==> src/rtl/exp_bit_stream_pkg.sv <==
// Shared RSA exponent-path definitions: operand widths, the zero-exponent
// length marker and the bit-streamer state encoding.
package exp_bit_stream_pkg;

  localparam int EXP_W = 64;
  localparam int LEN_W = 32;

  // Length producer reports a zero exponent with this all-ones marker.
  localparam logic [LEN_W-1:0] LEN_ZERO = '1;

  typedef enum logic [1:0] {
    IDLE   = 2'd0,
    STREAM = 2'd1,
    FINISH = 2'd2
  } state_t;

  function automatic logic is_zero_len(input logic [LEN_W-1:0] len);
    return (len == LEN_ZERO);
  endfunction

endpackage

==> src/rtl/exp_bit_stream.sv <==
// Serial MSB-first exponent bit transmitter feeding the square-and-multiply
// engine over a valid/ready handshake.
module exp_bit_stream #(
  parameter int WIDTH = exp_bit_stream_pkg::EXP_W,
  parameter int LEN_W = exp_bit_stream_pkg::LEN_W
) (
  input  logic             clk,
  input  logic             rstn,
  input  logic             start,
  input  logic             abort,
  input  logic [WIDTH-1:0] exp_in,
  input  logic [LEN_W-1:0] length_in,
  output logic             bit_valid,
  input  logic             bit_ready,
  output logic             bit_out,
  output logic             bit_last,
  output logic [LEN_W-1:0] bit_idx,
  output logic             busy,
  output logic             done,
  output logic             err
);

  import exp_bit_stream_pkg::*;

  localparam logic [LEN_W-1:0] TOP_IDX = LEN_W'(WIDTH - 1);
  localparam logic [LEN_W-1:0] WIDTH_L = LEN_W'(WIDTH);

  state_t           state_q, state_d;
  logic [WIDTH-1:0] sreg_q;
  logic [LEN_W-1:0] cnt_q;
  logic             err_q;

  logic             load;
  logic             shift;
  logic             len_zero;
  logic             len_err;
  logic [LEN_W-1:0] shamt;
  logic [WIDTH-1:0] sreg_load;

  // Load-time alignment: bit length_in lands on the shift register MSB.
  always_comb begin
    len_zero  = (LEN_W == 32) ? is_zero_len(32'(length_in)) : (length_in == '1);
    len_err   = !len_zero && (length_in >= WIDTH_L);
    shamt     = TOP_IDX - length_in;
    sreg_load = '0;
    if (!len_zero && !len_err) sreg_load = exp_in << shamt;
  end

  always_comb begin
    state_d = state_q;
    load    = 1'b0;
    shift   = 1'b0;
    case (state_q)
      IDLE: begin
        if (start && !abort) begin
          load    = 1'b1;
          state_d = (len_zero || len_err) ? FINISH : STREAM;
        end
      end
      STREAM: begin
        // abort outranks a same-cycle transfer
        if (abort) begin
          state_d = IDLE;
        end else if (bit_ready) begin
          if (cnt_q == '0) state_d = FINISH;
          else             shift   = 1'b1;
        end
      end
      FINISH:  state_d = IDLE;
      default: state_d = IDLE;
    endcase
  end

  always_ff @(posedge clk or negedge rstn) begin
    if (!rstn) begin
      state_q <= IDLE;
      sreg_q  <= '0;
      cnt_q   <= '0;
      err_q   <= 1'b0;
    end else begin
      state_q <= state_d;
      if (load) begin
        sreg_q <= sreg_load;
        cnt_q  <= length_in;
        err_q  <= len_err;
      end else if (shift) begin
        sreg_q <= {sreg_q[WIDTH-2:0], 1'b0};
        cnt_q  <= cnt_q - 1'b1;
      end
    end
  end

  // Outputs decode from state and registers only; bit_ready never reaches them.
  always_comb begin
    bit_valid = (state_q == STREAM);
    bit_out   = bit_valid & sreg_q[WIDTH-1];
    bit_idx   = bit_valid ? cnt_q : '0;
    bit_last  = bit_valid && (cnt_q == '0);
    busy      = (state_q != IDLE);
    done      = (state_q == FINISH);
    err       = done & err_q;
  end

endmodule
==> config.mk <==
export PLATFORM = sky130hd
export DESIGN_NAME = exp_bit_stream
export DESIGN_NICKNAME = d
export VERILOG_FILES = /design/src/rtl/exp_bit_stream_pkg.sv /design/src/rtl/exp_bit_stream.sv
export SDC_FILE = /design/constraint.sdc
export NUM_CORES = 1
export LEC_CHECK = 0
export ABC_CLOCK_PERIOD_IN_PS = 5300
export CELL_PAD_IN_SITES_DETAIL_PLACEMENT = 1
export CELL_PAD_IN_SITES_GLOBAL_PLACEMENT = 1
export CORE_MARGIN = 3
export CORE_UTILIZATION = 46
export DETAILED_ROUTE_END_ITERATION = 16
export PLACE_DENSITY = 0.88
export SYNTH_ARGS = -nofsm -noshare
export SYNTH_HDL_FRONTEND = slang
export SYNTH_SLANG_ARGS = --single-unit
==> constraint.sdc <==
create_clock -name clk -period 5.3 [get_ports clk]
set_clock_uncertainty 0.15 [all_clocks]
set_input_delay 1.06 -clock clk [delete_from_list [all_inputs] [get_ports clk]]
set_output_delay 1.06 -clock clk [all_outputs]
set_load 0.05 [all_outputs]
### After elaboration in Yosys (flattened, before gate mapping)

Cells that the tools add are included.

* add/sub/neg operators: 2
* $mul: 0
* div/mod/pow operators: 0
* magnitude comparators: 1
* eq/ne operators: 6
* shifts and indexed selects: 1
* muxes and demuxes: 18
* bitwise logic cells: 2
* reduce and logical (&&, ||, !) cells: 13

Operators by type and width (number)
* 2-to-1 mux 64 bit: 3
* 2-to-1 mux 32 bit: 3
* left shift 64 x 32 -> 64 bit: 1
* == test 32 bit (second input constant): 1
* >= comparator 32 x 7 -> 1 bit (second input constant): 1
* logical NOT 32 bit: 1
* subtractor 32 x 1 -> 32 bit (second input constant): 1
* subtractor 6 x 32 -> 32 bit (first input constant): 1
* 2-to-1 mux 2 bit: 5
* 2-to-1 mux 1 bit: 6
* != test 3 x 2 -> 1 bit (second input constant): 2
* logical AND 1 bit: 4
* one-hot mux 2 bit (2 select lines): 1
* nonzero test 2 bit: 2
* logical NOT 1 bit: 3
* AND reduction 3 bit: 1
* AND 1 bit: 2
* == test 2 x 1 -> 1 bit (second input constant): 1
* == test 2 bit (second input constant): 1
* logical NOT 2 bit: 1
* != test 2 bit (second input constant): 1
* logical OR 1 bit: 1

* register bits after elaboration: 99
* bits in latches: 0
* memory bits (writable): 0
* ROM bits: 0
* input port bits: 101
* output and inout bits: 38
* word-level logic and storage cells: 47
* memories kept: 0

### Logic depth before layout (Yosys ltp)

Gate-level depths: netlist (run 1).

* depth after elaboration: 7
* depth in mapped cells: 12
* mapped depth without buffers: 10

### Worst setup path after synthesis (run 1)

No wires, ideal clock.

* path kind: input port to flip-flop
* start point: input port length_in[6]
* end point: register sreg_q[13]
* data arrival time: 3.734 ns
* data required time: 5.073 ns
* path slack: 1.338 ns
* stages on the path: 11
* cell sequence: inv_1 > ha_1 > nor4b_1 > nand4_1 > a21o_1 > a211oi_2 > nand4_1 > or2_1 > buf_2 > or4_1 > a21oi_1

* word-level cells in the longest chain between the ends: 7
* elaborated cells between the ends (all ways): 10
* classes of those cells: 1 x add/sub; 1 x order compare; 1 x eq/ne; 1 x shift; 2 x mux; 4 x reduce/logical

RTL lines
* start: declaration: RTL line exp_bit_stream.sv:12 `input logic [LEN_W-1:0] length_in,`
* parallel branches: the longest is 5 deep, another holds subtractor 6 x 32 -> 32 bit
* 2-to-1 mux 64 bit *: RTL line exp_bit_stream.sv:46 `if (!len_zero && !len_err) sreg_load = exp_in << shamt;`
* 2-to-1 mux 64 bit *: RTL line exp_bit_stream.sv:82 `if (load) begin`
* end signal: assignment: RTL line exp_bit_stream.sv:83 `sreg_q <= sreg_load;`
* end signal: assignment: RTL line exp_bit_stream.sv:87 `sreg_q <= {sreg_q[WIDTH-2:0], 1'b0};`
* end: declaration: RTL line exp_bit_stream.sv:29 `logic [WIDTH-1:0] sreg_q;`

Mark *: on every way between the ends.
A chain may end at the register's enable or synchronous reset.

### Worst setup path in the final report (run 1)

* start point: register cnt_q[8]
* end point: output port bit_last

* word-level cells in the longest chain between the ends: 2

RTL lines
* start: declaration: RTL line exp_bit_stream.sv:30 `logic [LEN_W-1:0] cnt_q;`
* start signal: assignment: RTL line exp_bit_stream.sv:84 `cnt_q <= length_in;`
* start signal: assignment: RTL line exp_bit_stream.sv:88 `cnt_q <= cnt_q - 1'b1;`
* logical NOT 32 bit: RTL line exp_bit_stream.sv:98 `bit_last = bit_valid && (cnt_q == '0);`
* logical AND 1 bit: RTL line exp_bit_stream.sv:98
* end: declaration: RTL line exp_bit_stream.sv:16 `output logic bit_last,`

No other way between the ends.

==> results.md, run 1 <==
* Outcome: finished clean
* Drt pass-1 iters at 5
* Final design utilization at 0.558
* WL final at between 30000 and 40000 um
* TritonCTS clock tree: yes
* DRC errors left at 0
* WHS Endpoint: err_q
* RSZ-0062 raised after global routing: no
* Kind of start point of the critical path: register
* Crit end category: output pin
* Fin nets at between 1000 and 1500
* Clk slew on worst S/H paths at about 0.070 ns
* Vias in the first global route at ~11000
* Core Rows at 53
* P&R area growth vs syn at 18.2%
* R2R Path Start: state_q[0]
* Synth Instances at between 1000 and 1500
* Final Critical Period at between 4 and 5 ns
* Overall power at roughly 2.4 mW
* Initial antenna violation count at 1
* Share of cells above drive strength 1 at 0.127
* CTS buffer count at 9
* DR vias at between 10000 and 15000
* Ys flop type: dfrtp_1
* Max H-tree Level at 3
* CTS max path bufs at 2
* Die height at around 150 um
* Max-Cap Viols at 0
* GPL Wtd Cong at 0.940
* Synth top area share at 0.248
* Crit Path Category: reg -> out
* Synth Warn # at 0
* FF-to-FF setup slack at ~1.4 ns
* Yosys cell types at slightly above 70
* Crit path required time at ~4.1 ns
* Top Metal Used: met5
* Core box area at 21200 um2
* Hold slack at 0.320 ns
* Detailed placement HPWL at 28300 um
* VDD IR max at 0.000108 V
* Post-synthesis sequential area ratio at 0.248
* CP Max Fanout at 4
* Number of synthesized flops with an enable pin at 0
* FF+latch area at roughly 2500 um2
* Mapped Area at 10000 um2
* Die width at roughly 150 um
* Ports at between 100 and 150
* Final worst-path cycle share at 0.912
* Vias per cell at ~6.6
* Met1 WL at 16500 um
* Global-route wire length before repair at roughly 60000 um
* Hold_sp: err_q
* Layout fillers at 2549
* Setup WS post-layout at 0.467 ns
* Diodes inserted at 0
* Effective utilization at floorplan at 0.472
* # placed instances at around 1600
* PD cells at around 200 nW/um2
* Cell depth of the worst hold path at 2
* Clk Latency, worst-skew pair at roughly 0.35 ns
* Fmax at between 200 and 250 MHz
* Clk root buf: clkbuf_16
* Total grt overflow at 0
* Largest cells by area after synthesis: dfrtp_1 25%, mux4_2 16%, nand2_1 6.7%
* R2R Path End: cnt_q[25]
* #FFs+latches synth at 99
* R2R depth at 8
* TNS Setup at 0 ns
* Mapped Nets at approximately 1300
* Worst Hold Class: reg -> reg
* DR WL/cell at roughly 24 um
* Final std cells w/o fill at ~1600
* Yosys top cell by area: dfrtp_1
* Setup WS pre-CTS at 0.585 ns
* Die area at 23600 um2
* Lkg Pwr at 4.36 nW
* Critical path arrival at approximately 3.6 ns
* Met3 wire length at roughly 3100 um
* Syn_area_per_cell at approximately 8 um2
* Worst slew margin at 0.198
* Met2 wire length at ~17000 um
* All-Layer GR Usage at 0.313
* Synth async-reset ratio at 1.00
* Area occupied by multi-input gates at a little over 7000 um2
* Final instance area at 11800 um2
* Routed Antenna Nets at 0
* Final setup viols at 0
* Cts repair resizes at 0
* IO buf count at between 100 and 150
* Slew @ Worst Pin at around 1.2 ns
* Max Slew Vio Count at 0
* Placed inst area at about 12000 um2
* Pin count of the biggest net entering global routing at 75
* Count of final hold-check violations at 0
* CTS sink cnt at 99
* Postcts setup bufs at 0
* Initial drt markers at ~840
* Hold_buf cts at 0
[where the power goes]
part / switching (mW) / internal (mW) / total (mW)
clock network: 0.295 / 0.318 / 0.612
registers: 0.0843 / 0.848 / 0.933
logic: 0.475 / 0.343 / 0.819
total: 0.854 / 1.51 / 2.36
[worst max-delay path by stage]
stage                       from         end  slack, ns
CTS                     cnt_q[8]    bit_last       0.46
global placement    length_in[6]  sreg_q[15]       0.75
global route            cnt_q[8]    bit_last       0.33
floorplan           length_in[6]  sreg_q[13]       1.34
detailed placement  length_in[6]  sreg_q[13]       0.58
finish                  cnt_q[8]    bit_last       0.47
[Yosys cell counts, types with 10 or more instances]
cell	instances
buf_2	13
nor4_1	20
nand4_1	15
xor2_1	13
a21oi_1	98
o211ai_1	23
dfrtp_1	99
clkbuf_1	74
nand3_1	27
nand2_1	179
mux2_2	27
nor2_1	113
mux2i_1	58
o31ai_1	13
o22ai_1	10
mux4_2	69
a31oi_1	13
xnor2_1	22
nor3_1	29
and2_1	42
buf_1	14
o21ai_0	124
[routing by layer]
layer	track usage	vias up
met5	0	-
met4	0.0719	2
met3	0.0521	63
met2	0.486	490
met1	0.462	5248
li1	-	4691
[placed cells by master (no fill, tap or decap), types with 5 or more instances in the layout]
cell type        netlist  final
o22ai_1               10     10
nand2b_1               6      6
and2_1                42     42
and3_1                 6      6
mux4_2                69     69
nand3_1               27     27
o21ai_0              124    124
a211oi_1               5      5
or2_2                  5      5
clkdlybuf4s50_1        0    132
buf_4                  1     34
nor2b_1                6      5
mux2_2                27     27
a31oi_1               13     13
nor2_1               113    113
nor3b_1                6      6
xor2_1                13     13
mux2i_1               58     58
nor4_1                20     20
inv_1                  9      9
o31ai_1               13     13
a21oi_1               98     98
o211ai_1              23     23
clkbuf_16              0      9
dfrtp_1               99     99
xnor2_1               22     22
nand2_1              179    179
nand4_1               15     15
nor3_1                29     29
or4_1                  9      9
[cells by family after synthesis]
logic type	synth area share
flops	0.248
compound gates	0.192
xor+xnor	0.0306
fa+ha+maj	0.00500
simple gates	0.237
buf+inv	0.0448
mux	0.244
[layout make-up]
cell class	instances	area share
clock buffer	11	0.0197
clock inverter	4	0.00233
tap	275	0.0291
multi-input combinational	1011	0.600
timing repair buffer	170	0.136
sequential	99	0.209
inverter	12	0.00381
[critical path, stage by stage (launching register included)]
cell and delay (ns):
dfrtp_1 0.43, or4_1 0.60, nor4_1 0.34, or3b_2 0.54, nor4_2 0.29, and4_1 0.26, clkdlybuf4s50_1 0.81
[state kept, by name (all words and copies together) (netlist names)]
signal	cells
state_q	2
sreg_q	64
cnt_q	32
err_q	1
Note: power is estimated with default switching activity, not from simulation.
==> run 2: changes to the inputs <==
- ABC_CLOCK_PERIOD_IN_PS: 5300 -> 3900
- CORE_UTILIZATION: 46 -> 38
- PLACE_DENSITY: 0.88 -> 0.78
- clock period: 5.3 -> 3.9 ns (I/O delays scaled with it)
==> run 2 against run 1 <==
Effect of this change: critical path depth did not move; design area rose by 6.6%; sequential share of layout area fell by 1.3 points; global-route usage fell by 4.7 points; sequential power rose by 36%; worst hold slack got worse by 0.035 ns; non-clock buffer count rose by 70; count of clock-buffer cells in the layout did not move; critical endpoint unchanged; largest cell class unchanged; largest power group unchanged.
==> results.md, run 2 (synthesis gave the netlist of run 1 again) <==
* Outcome: finished clean
* Fmax at roughly 270 MHz
* Top Registers: sreg_q (64), cnt_q (32), state_q (2)
* Pin count of the biggest net entering global routing at 73
* PD cells at 262 nW/um2
* Max-Cap Viols at 0
* Final design utilization at 0.494
* RSZ-0062 raised after global routing: no
* Vias per cell at 6.16
* Max reg flops at between 60 and 70
* CP Max Fanout at 6
* P&R area growth vs syn at 26.0%
* IO buf count at 138
* Die height at around 170 um
* DRC errors left at 0
* Core Rows at 58
* Final Critical Period at 3.75 ns
* DR WL/cell at roughly 22 um
* Initial drt markers at about 780
* Global-route wire length before repair at between 60000 and 70000 um
* Commonest cells after routing, fill and taps aside: 179 x nand2_1, 129 x clkdlybuf4s50_1, 124 x o21ai_0
* Ports at approximately 140
* Kind of start point of the critical path: register
* Total grt overflow at 0
* WL final at 38100 um
* Setup WS post-layout at around 0.15 ns
* Max H-tree Level at 3
* Effective utilization at floorplan at 0.392
* Clk slew on worst S/H paths at about 0.08 ns
* Max Slew Vio Count at 0
* FF-to-FF setup slack at ~0.53 ns
* Clk root buf: clkbuf_16
* Cts repair resizes at 2
* Detailed placement HPWL at 29200 um
* Final setup viols at 0
* Overall power at 3.30 mW
* Count of final hold-check violations at 0
* Lkg Pwr at about 4.8 nW
* TritonCTS clock tree: yes
* Final instance area at roughly 13000 um2
* Clk Latency, worst-skew pair at between 0.3 and 0.4 ns
* Die width at roughly 170 um
* Die area at 28300 um2
* Critical path arrival at roughly 2.8 ns
* Crit Path Category: reg -> out
* Worst Hold Class: in -> async
* Hold_buf cts at 0
* Crit path required time at around 3.0 ns
* GPL Wtd Cong at between 0.9 and 1
* Worst slew margin at 0.510
* Largest Register: sreg_q
* Drt pass-1 iters at 5
* Initial antenna violation count at 0
* CTS max path bufs at 2
* Fin nets at between 1000 and 1500
* CTS buffer count at 9
* Hold slack at 0.285 ns
* Diodes inserted at 0
* Share of cells above drive strength 1 at 0.179
* Setup WS pre-CTS at -0.201 ns
* VDD IR max at 0.000180 V
* DR vias at 10524
* Placed inst area at 12300 um2
* Crit end category: output pin
* Core box area at 25500 um2
* Routed Antenna Nets at 0
* Final worst-path cycle share at 0.962
* Vias in the first global route at 10638
* All-Layer GR Usage at 0.266
* Most common cell after layout, fill and taps aside: nand2_1
* CTS sink cnt at 99
* Postcts setup bufs at 0
* Slew @ Worst Pin at roughly 0.73 ns
[run 2: cell types whose count changed in the layout (fill, tap and decap cells not counted), moves of 2 or more]
cell | before | now
buf_12 | 1 | 10
buf_4 | 34 | 96
clkdlybuf4s50_1 | 132 | 129
nor4_1 | 20 | 18
nor4_4 | 0 | 2
o41ai_1 | 3 | 1
o41ai_2 | 0 | 2
[run 2: layout make-up]
class	count	area [um2]
Fill cell	3033	12900
Tap cell	330	413
Multi-Input combinational cell	1011	7150
Clock buffer	11	243
Inverter	12	45.0
Timing Repair Buffer	240	2240
Clock inverter	5	35.0
Sequential cell	99	2480
[run 2: worst max-delay path, stage by stage, from the launching register on]
cell	delay [ns]
dfrtp_1	0.45
or4_1	0.59
nor4_4	0.23
or3b_2	0.53
nor4_4	0.23
and4_4	0.29
buf_12	0.13
[run 2: report_power, final]
part | internal, mW | switching [mW] | total, mW
clock network | 0.454 | 0.419 | 0.873
logic | 0.509 | 0.648 | 1.16
registers | 1.15 | 0.119 | 1.27
[run 2: routing by layer]
metal / GRT usage / vias up / share of wire
met2: 0.415 / 370 / 0.46
met4: 0.0683 / 0 / 0.022
met5: 0 / - / 0
li1: - / 4828 / -
met1: 0.393 / 5276 / 0.46
met3: 0.0308 / 50 / 0.058
[run 2: path summary, 6_finish.rpt]
kind,cells after the start,endpoint,startpoint
max,6,bit_last,cnt_q[6]
min,1,cnt_q[23],rstn
max reg2reg,10,sreg_q[18],cnt_q[0]
min reg2reg,1,sreg_q[22],sreg_q[22]
max in group asynchronous,2,sreg_q[44],rstn
min in group clk,1,sreg_q[22],sreg_q[22]
[run 2: through the flow]
stage | instances | TNS [ns]
after floorplan | 1224 | 0
after global routing | 1708 | 0
after detailed placement | 1692 | -3.62
after CTS | 1708 | 0
final | 1708 | 0
after global placement | 1692 | -1.14
